<file path="src/rtl/cpu_pkg.sv">
// Shared definitions for the EX-stage forwarding control: register width,
// operand-mux select codes and the in-flight slot layout.
package cpu_pkg;

  localparam int unsigned REG_ADDR_W = 4;

  localparam logic [1:0] SEL_RF  = 2'b00;
  localparam logic [1:0] SEL_MEM = 2'b01;
  localparam logic [1:0] SEL_WB  = 2'b10;
  localparam logic [1:0] SEL_WB2 = 2'b11;

  typedef struct packed {
    logic                  v;
    logic                  we;
    logic [REG_ADDR_W-1:0] rd;
  } prod_t;

  // Only the MEM slot needs the load flag; past MEM a load's data exists.
  typedef struct packed {
    logic  ld;
    prod_t p;
  } slot_t;

endpackage

</file>
<file path="src/rtl/fwd_match_prio.sv">
// Priority matcher: one source register against the MEM, WB and post-WB
// producers; the youngest valid writer of that register wins.
module fwd_match_prio
  import cpu_pkg::*;
#(
  parameter logic [REG_ADDR_W-1:0] ZERO_REG = '0
) (
  input  logic [REG_ADDR_W-1:0] i_src,
  input  prod_t                 i_s1,
  input  prod_t                 i_s2,
  input  prod_t                 i_s3,
  output logic [1:0]            o_sel,
  output logic                  o_s1_hit
);

  function automatic logic hit(input prod_t s, input logic [REG_ADDR_W-1:0] r);
    return s.v & s.we & (s.rd == r) & (r != ZERO_REG);
  endfunction

  logic w_h1, w_h2, w_h3;

  assign w_h1     = hit(i_s1, i_src);
  assign w_h2     = hit(i_s2, i_src);
  assign w_h3     = hit(i_s3, i_src);
  assign o_s1_hit = w_h1;

  always_comb begin
    o_sel = SEL_RF;
    if (w_h1)      o_sel = SEL_MEM;
    else if (w_h2) o_sel = SEL_WB;
    else if (w_h3) o_sel = SEL_WB2;
  end

endmodule

</file>
<file path="src/rtl/fwd_select_unit.sv">
// EX operand-forwarding control with load-use hazard detection.
// Define FWD_STATS_EN to add saturating forward/stall event counters.
module fwd_select_unit #(
  parameter int unsigned           REG_ADDR_W = cpu_pkg::REG_ADDR_W,
  parameter logic [REG_ADDR_W-1:0] ZERO_REG   = '0
) (
  input  logic                  clk,
  input  logic                  rst_n,
  input  logic                  ex_valid,
  input  logic                  ex_we,
  input  logic                  ex_ld,
  input  logic [REG_ADDR_W-1:0] ex_rd,
  input  logic [REG_ADDR_W-1:0] ex_rs1,
  input  logic [REG_ADDR_W-1:0] ex_rs2,
  input  logic                  ex_hold,
  input  logic                  ex_flush,
`ifdef FWD_STATS_EN
  output logic [15:0]           fwd_count,
  output logic [15:0]           stall_count,
`endif
  output logic [1:0]            sel_a,
  output logic [1:0]            sel_b,
  output logic                  hazard
);

  import cpu_pkg::*;

  slot_t r_s1;
  prod_t r_s2;
  prod_t r_s3;
  slot_t w_s1_d;

  logic [1:0] w_sel_a, w_sel_b;
  logic       w_s1_hit_a, w_s1_hit_b;
  logic       w_ld_hit_a, w_ld_hit_b;

  // A held or flushed EX instruction leaves a bubble behind it.
  always_comb begin
    w_s1_d = '0;
    if (!ex_flush && !ex_hold) begin
      w_s1_d.ld   = ex_ld;
      w_s1_d.p.v  = ex_valid;
      w_s1_d.p.we = ex_we;
      w_s1_d.p.rd = ex_rd;
    end
  end

  always_ff @(posedge clk or negedge rst_n) begin
    if (!rst_n) begin
      r_s1 <= '0;
      r_s2 <= '0;
      r_s3 <= '0;
    end else begin
      r_s3 <= r_s2;
      r_s2 <= r_s1.p;
      r_s1 <= w_s1_d;
    end
  end

  fwd_match_prio #(
    .ZERO_REG (ZERO_REG)
  ) u_match_a (
    .i_src    (ex_rs1),
    .i_s1     (r_s1.p),
    .i_s2     (r_s2),
    .i_s3     (r_s3),
    .o_sel    (w_sel_a),
    .o_s1_hit (w_s1_hit_a)
  );

  fwd_match_prio #(
    .ZERO_REG (ZERO_REG)
  ) u_match_b (
    .i_src    (ex_rs2),
    .i_s1     (r_s1.p),
    .i_s2     (r_s2),
    .i_s3     (r_s3),
    .o_sel    (w_sel_b),
    .o_s1_hit (w_s1_hit_b)
  );

  // A load in MEM has no data yet: stall and read nothing from the bypass.
  assign w_ld_hit_a = ex_valid & r_s1.ld & w_s1_hit_a;
  assign w_ld_hit_b = ex_valid & r_s1.ld & w_s1_hit_b;
  assign hazard     = w_ld_hit_a | w_ld_hit_b;
  assign sel_a      = w_ld_hit_a ? SEL_RF : w_sel_a;
  assign sel_b      = w_ld_hit_b ? SEL_RF : w_sel_b;

`ifdef FWD_STATS_EN
  logic [15:0] r_fwd_cnt;
  logic [15:0] r_stall_cnt;
  logic        w_fwd_evt;

  assign w_fwd_evt = ex_valid & ~ex_hold & ((sel_a != SEL_RF) | (sel_b != SEL_RF));

  always_ff @(posedge clk or negedge rst_n) begin
    if (!rst_n) begin
      r_fwd_cnt   <= '0;
      r_stall_cnt <= '0;
    end else begin
      if (w_fwd_evt && (r_fwd_cnt != 16'hFFFF))  r_fwd_cnt   <= r_fwd_cnt + 16'd1;
      if (hazard && (r_stall_cnt != 16'hFFFF))   r_stall_cnt <= r_stall_cnt + 16'd1;
    end
  end

  assign fwd_count   = r_fwd_cnt;
  assign stall_count = r_stall_cnt;
`endif

endmodule

</file>
<file path="config.mk">
export PLATFORM = sky130hd
export DESIGN_NAME = fwd_select_unit
export DESIGN_NICKNAME = d
export VERILOG_FILES = /design/src/rtl/cpu_pkg.sv /design/src/rtl/fwd_match_prio.sv /design/src/rtl/fwd_select_unit.sv
export SDC_FILE = /design/constraint.sdc
export NUM_CORES = 1
export LEC_CHECK = 0
export ABC_AREA = 1
export ABC_CLOCK_PERIOD_IN_PS = 2900
export BUFFER_PORTS_ARGS = -buffer_cell sky130_fd_sc_hd__buf_2
export CORE_MARGIN = 2
export CORE_UTILIZATION = 45
export DETAILED_ROUTE_END_ITERATION = 10
export GPL_TIMING_DRIVEN = 0
export PLACE_DENSITY = 0.78
export SLEW_MARGIN = 20
export SYNTH_ARGS = -nofsm -noshare
export SYNTH_HDL_FRONTEND = slang
export SYNTH_SLANG_ARGS = --single-unit
</file>
<file path="constraint.sdc">
create_clock -name clk -period 2.9 [get_ports clk]
set_clock_uncertainty 0.05 [all_clocks]
set_input_delay 0.29 -clock clk [delete_from_list [all_inputs] [get_ports clk]]
set_output_delay 0.29 -clock clk [all_outputs]
set_load 0.05 [all_outputs]
</file>
== Yosys cells after proc, flatten, opt, wreduce, memory -nomap -nowiden ==
Index checks and enable logic that the tools add are counted.
Storage, ports and cells
  register bits: 19
  input bits: 19
  output and inout bits: 5
  word-level logic and storage cells: 49
Operators by class
  equality and inequality tests: 6
  muxes and demuxes: 9
  bitwise operators: 19
  reductions and logical operators: 5
Operator list (count)
  $eq A4 B4 Y1: 6
  $and A1 B1 Y1: 18
  $mux W2: 8
  $reduce_bool A4 Y1: 2
  $mux W7: 1
  $logic_not A1 Y1: 2
  $logic_and A1 B1 Y1: 1
  $or A1 B1 Y1: 1

== Depth between registers and ports, before layout ==
  word-level depth: 7
  mapped depth: 9
  depth with buffers taken out: 9

== Cells and area by module ==
From an unflattened synthesis, not the netlist that was laid out.
Second synthesis, totals
  cells, all modules: 197
  area, all modules: 1181.1 um^2
Modules (own cells, without submodules)
  fwd_match_prio: times used 2, cells each 75, area each 297.8 um^2, seq. area each 0.0 um^2
  fwd_select_unit: times used 1, cells each 47, area each 585.6 um^2, seq. area each 475.5 um^2

== Worst setup path after synthesis ==
No wires, ideal clock.
  path kind: register to output
  from: register r_s1[3] in the netlist's numbering
  to: output hazard
  arrival time: 1.504 ns
  data required time: 2.560 ns
  path slack: 1.056 ns
  stages on the path, launching flop included: 8
  buffers on the path: 0
  cell sequence: dfrtp_1 > inv_1 > nand2_1 > nand2_1 > nand2_1 > inv_1 > nand3_1 > a21oi_1
On the way
  word-level cells in the longest chain between the ends: 5
  elaborated cells between the ends (all ways): 9
  classes of those cells: eq/ne: 2; bitwise: 7
RTL lines
  start, declared: line fwd_select_unit.sv:28  | slot_t r_s1;
  start signal, assigned: line fwd_select_unit.sv:56  | r_s1 <= w_s1_d;
  $eq A4 B4 Y1: line fwd_match_prio.sv:17  | return s.v & s.we & (s.rd == r) & (r != ZERO_REG);
  $and A1 B1 Y1 (2 in series): line fwd_match_prio.sv:17
  $and A1 B1 Y1 (on tied branches): line fwd_select_unit.sv:83, fwd_select_unit.sv:84
  $or A1 B1 Y1 (*): line fwd_select_unit.sv:85  | assign hazard = w_ld_hit_a | w_ld_hit_b;
  end, declared: line fwd_select_unit.sv:23  | output logic hazard
Mark *: on every way between the ends. The rest lies on a longest branch, timed or not.

== Final worst setup path ==
  from: register r_s1[0] in the netlist's numbering
  to: output sel_b[0]
On the way
  word-level cells in the longest chain between the ends: 5
  elaborated cells between the ends (all ways): 6
  classes of those cells: eq/ne: 1; mux: 2; bitwise: 3
RTL lines
  $eq A4 B4 Y1 (*): line fwd_match_prio.sv:17
  $and A1 B1 Y1 (*) (2 in series): line fwd_match_prio.sv:17
  $mux W2 or $and A1 B1 Y1 (tied branches): line fwd_match_prio.sv:29, fwd_select_unit.sv:84
  $mux W2 (*): line fwd_select_unit.sv:87  | assign sel_b = w_ld_hit_b ? SEL_RF : w_sel_b;
  end, declared: line fwd_select_unit.sv:22  | output logic [1:0] sel_b,
Marked as above.

==> Flow_metrics.wiki <==
{| class="wikitable"
! Metric !! Value
|-
| Run status || finished clean
|-
| List of cells traversed by the critical path || inv_1 > nand2_1 > nand2_1 > nor2_1 > nand3_1 > inv_1 > nand2_1 > nand2_1 > buf_2
|-
| Worst setup EP type || output port
|-
| Iteration-0 DRC Markers || 8
|-
| Wire length reported by the detailed router || 2.13 mm
|-
| Critical setup path kind || reg -> out
|-
| Synth unique cells || 14
|-
| Max Freq || ~530 MHz
|-
| Accumulated negative setup slack || 0 ns
|-
| Hold violation count in the final report || 0
|-
| Top-level port count || 24
|-
| Tightest hold margin || ~0.15 ns
|-
| Detail-routed net length per standard cell || roughly 9 um
|-
| Worst slew pin tran || 0.401 ns
|-
| First-pass GRT wire length || between 3 and 4 mm
|-
| Mean area per synthesized cell || 6.17 sq um
|-
| Routed via count || 1077
|-
| FP Rows || 18
|-
| Setup crit start kind || register
|-
| Layout cell share with drive strength beyond 1 || 17.9%
|-
| Core region area || 2430 sq um
|-
| Leakage power || 0.833 nW
|-
| P&R area growth vs syn || 16.6%
|-
| Power density cells || around 360 nW/um^2
|-
| Post-synth top area share || 41.9%
|-
| Leading post-synthesis cells by cell area || sky130_fd_sc_hd__dfrtp_1 (42%), sky130_fd_sc_hd__nand2_1 (26%), sky130_fd_sc_hd__inv_1 (10%), sky130_fd_sc_hd__nor2_1 (8.6%), sky130_fd_sc_hd__nand3_1 (4.4%)
|-
| Clock tree root buffer cell || sky130_fd_sc_hd__clkbuf_4
|-
| Netlist Area Pre-Place || 1130 sq um
|-
| Instance area at placement || ~1300 sq um
|-
| Buffer depth of the longest clock path || 2
|-
| Data arrival time at the worst-slack endpoint || 1.55 ns
|-
| Number of levels in the clock H-tree || 1
|-
| Synth warn || 0
|-
| Estimated wirelength of the detail-placed design || 1.82 mm
|-
| Register area share after synthesis || 41.9%
|-
| RSZ-0062 raised after global routing || no
|-
| Cell area after layout || 1320 sq um
|-
| Number of setup violations in the final report || 0
|-
| FF-to-FF path depth || 0
|-
| Clock latency of the later-clocked register in the worst-skew pair || 0.28 ns
|-
| Total buffers and inverters traversed by the critical path || 3
|-
| Final standard cell count with taps included and fillers excluded || 242
|-
| Number of nets produced by synthesis || 203
|-
| Initial antenna violation count || 0
|-
| VDD IR max || 316 uV
|-
| Post-synthesis instance total || 184
|-
| Number of nets in the layout || 232
|-
| Flip-flop and latch count after synthesis || 19
|-
| Congestion Overflow GR || 0
|-
| Quantity of gates resized following cts || 0
|-
| Number of antenna repair diodes || 0
|-
| Clock net sink count || 19
|-
| CP required || 2.56 ns
|-
| Via count of the first global-routing pass || 994
|-
| Number of cells on the worst hold path || 3
|-
| Worst-path clk slew || 0.09 ns
|-
| Largest net degree at the start of global routing || 20
|-
| Library cell occupying the most area in the post-synthesis netlist || sky130_fd_sc_hd__dfrtp_1
|-
| Critical Path Fanout Max || 3
|-
| Number of remaining DRC errors || 0
|-
| Headroom to the max-slew limit || 73.3%
|-
| CTS tree || yes
|-
| Routability Congestion || 0.855
|-
| Router iterations before antenna repair || 4
|-
| Post-layout worst setup margin || 1.01 ns
|-
| Part of the cycle the worst path needs || 65.2%
|-
| CP Depth || 9
|-
| Number of input and output port buffers inserted || 23
|-
| Filler Cell Count || around 260
|-
| Standard cell with the maximum stage delay on the critical path || sky130_fd_sc_hd__dfrtp_1
|-
| Via density per instance || 4.45
|-
| Die Width || 54.2 um
|-
| Crit-path most repeated cell || sky130_fd_sc_hd__nand2_1
|-
| Placed Cells incl. Taps || 237
|-
| CP max stage delay || 0.39 ns
|-
| Top cell family by delay on the critical path || simple AND/OR/NAND/NOR gates
|-
| DIE AREA || 2940 sq um
|-
| Effective utilization at floorplan || a little under half
|-
| Minimum clock period || 1.89 ns
|-
| Total routing usage reported by global routing || 18.7%
|-
| Maximum Capacitance Violations || 0
|-
| Die Y || 54.2 um
|-
| Antenna-violating nets left || 0
|-
| Final Slew Violations || 0
|-
| Worst slack at placement || ~1.3 ns
|-
| Worst Hold Class || in -> reg
|-
| Total CTS buffers || 3
|}
-- placed cells by master, fill, tap and decap left out --
cell | synthesis | routed
sky130_fd_sc_hd__a21oi_1 | 5 | 5
sky130_fd_sc_hd__buf_2 | 0 | 23
sky130_fd_sc_hd__clkbuf_1 | 1 | 2
sky130_fd_sc_hd__clkbuf_4 | 0 | 3
sky130_fd_sc_hd__clkinv_1 | 1 | 1
sky130_fd_sc_hd__dfrtp_1 | 19 | 19
sky130_fd_sc_hd__dlygate4sd3_1 | 0 | 1
sky130_fd_sc_hd__inv_1 | 31 | 31
sky130_fd_sc_hd__inv_2 | 7 | 7
sky130_fd_sc_hd__nand2_1 | 78 | 78
sky130_fd_sc_hd__nand2_2 | 1 | 1
sky130_fd_sc_hd__nand3_1 | 10 | 10
sky130_fd_sc_hd__nand3_2 | 1 | 1
sky130_fd_sc_hd__nor2_1 | 26 | 26
sky130_fd_sc_hd__nor2_2 | 2 | 2
sky130_fd_sc_hd__or2_2 | 1 | 1
sky130_fd_sc_hd__xnor2_1 | 1 | 1
-- layout make-up --
type                    instances  area [sq um]  share of cell area [%]
repair buffers                 24           125                    9.45
flip-flops and latches         19           475                    35.9
clock buffers                   4          26.3                    1.98
inverters                      39           146                    11.1
multi-input cells             125           509                    38.5
plain buffers                   1          3.75                   0.284
well taps                      30          37.5                    2.84
-- synth_stat cells (all sizes together) --
| cell | n |
|---|---|
| inv | 38 |
| clkinv | 1 |
| nand3 | 11 |
| clkbuf | 1 |
| dfrtp | 19 |
| nand2 | 79 |
| xnor2 | 1 |
| or2 | 1 |
| nor2 | 28 |
| a21oi | 5 |
-- report_power, final --
| part | total, mW | internal [mW] | switching (mW) | leakage (nW) |
|---|---|---|---|---|
| Combinational | 0.0785 | 0.0295 | 0.0490 | 0.563 |
| Clock | 0.122 | 0.0533 | 0.0690 | 0.0150 |
| Sequential | 0.282 | 0.275 | 0.00727 | 0.256 |
-- logic make-up after synthesis --
logic type / share of synthesized area, %
and+or+nand+nor: 41.9
buffers and inverters: 13.2
DFF: 41.9
AOI/OAI and AO/OA: 2.20
xor gates and xnor gates: 0.772
-- final timing paths --
check | from | to | slack [ns]
min reg2reg | r_s2[4] | r_s3[4] | 0.33
max in group asynchronous | rst_n | r_s3[3] | 2.12
min | ex_rd[1] | r_s1[1] | 0.15
min in group asynchronous | rst_n | r_s1[0] | 0.40
max reg2reg | r_s2[0] | r_s3[0] | 2.29
max | r_s1[0] | sel_b[0] | 1.01
-- through the flow --
stage                     utilization, %  power [mW]
final                               54.4       0.483
after global routing                54.4       0.523
after CTS                           54.4       0.492
after detailed placement            52.9       0.366
after global placement              52.9       0.364
after floorplan                        -       0.332
-- sequential cells by signal, indices dropped and copies added (netlist names) --
signal / count
r_s1: 7
r_s2: 6
r_s3: 6
-- repair_timing --
item                                   in CTS  in global routing
endpoints found under the hold margin      19                  0
setup buffers                               0                  0
hold buffers                                1                  0
-- tightest hold or removal path: stages --
cell and delay [ns]:
sky130_fd_sc_hd__buf_2 0.09, sky130_fd_sc_hd__inv_1 0.04, sky130_fd_sc_hd__nor2_1 0.03
-- routing by layer --
metal | part of all wire, % | wire length, um | GRT usage [%] | vias up
li1 | - | - | - | 587
met1 | 47 | 997 | 23.7 | 464
met2 | 47 | 1010 | 31.3 | 22
met3 | 4.6 | 97 | 3.01 | 4
met4 | 1.2 | 25 | 8.33 | 0
met5 | 0 | 0 | 0 | -
Note: power is estimated with default switching activity, not from simulation.
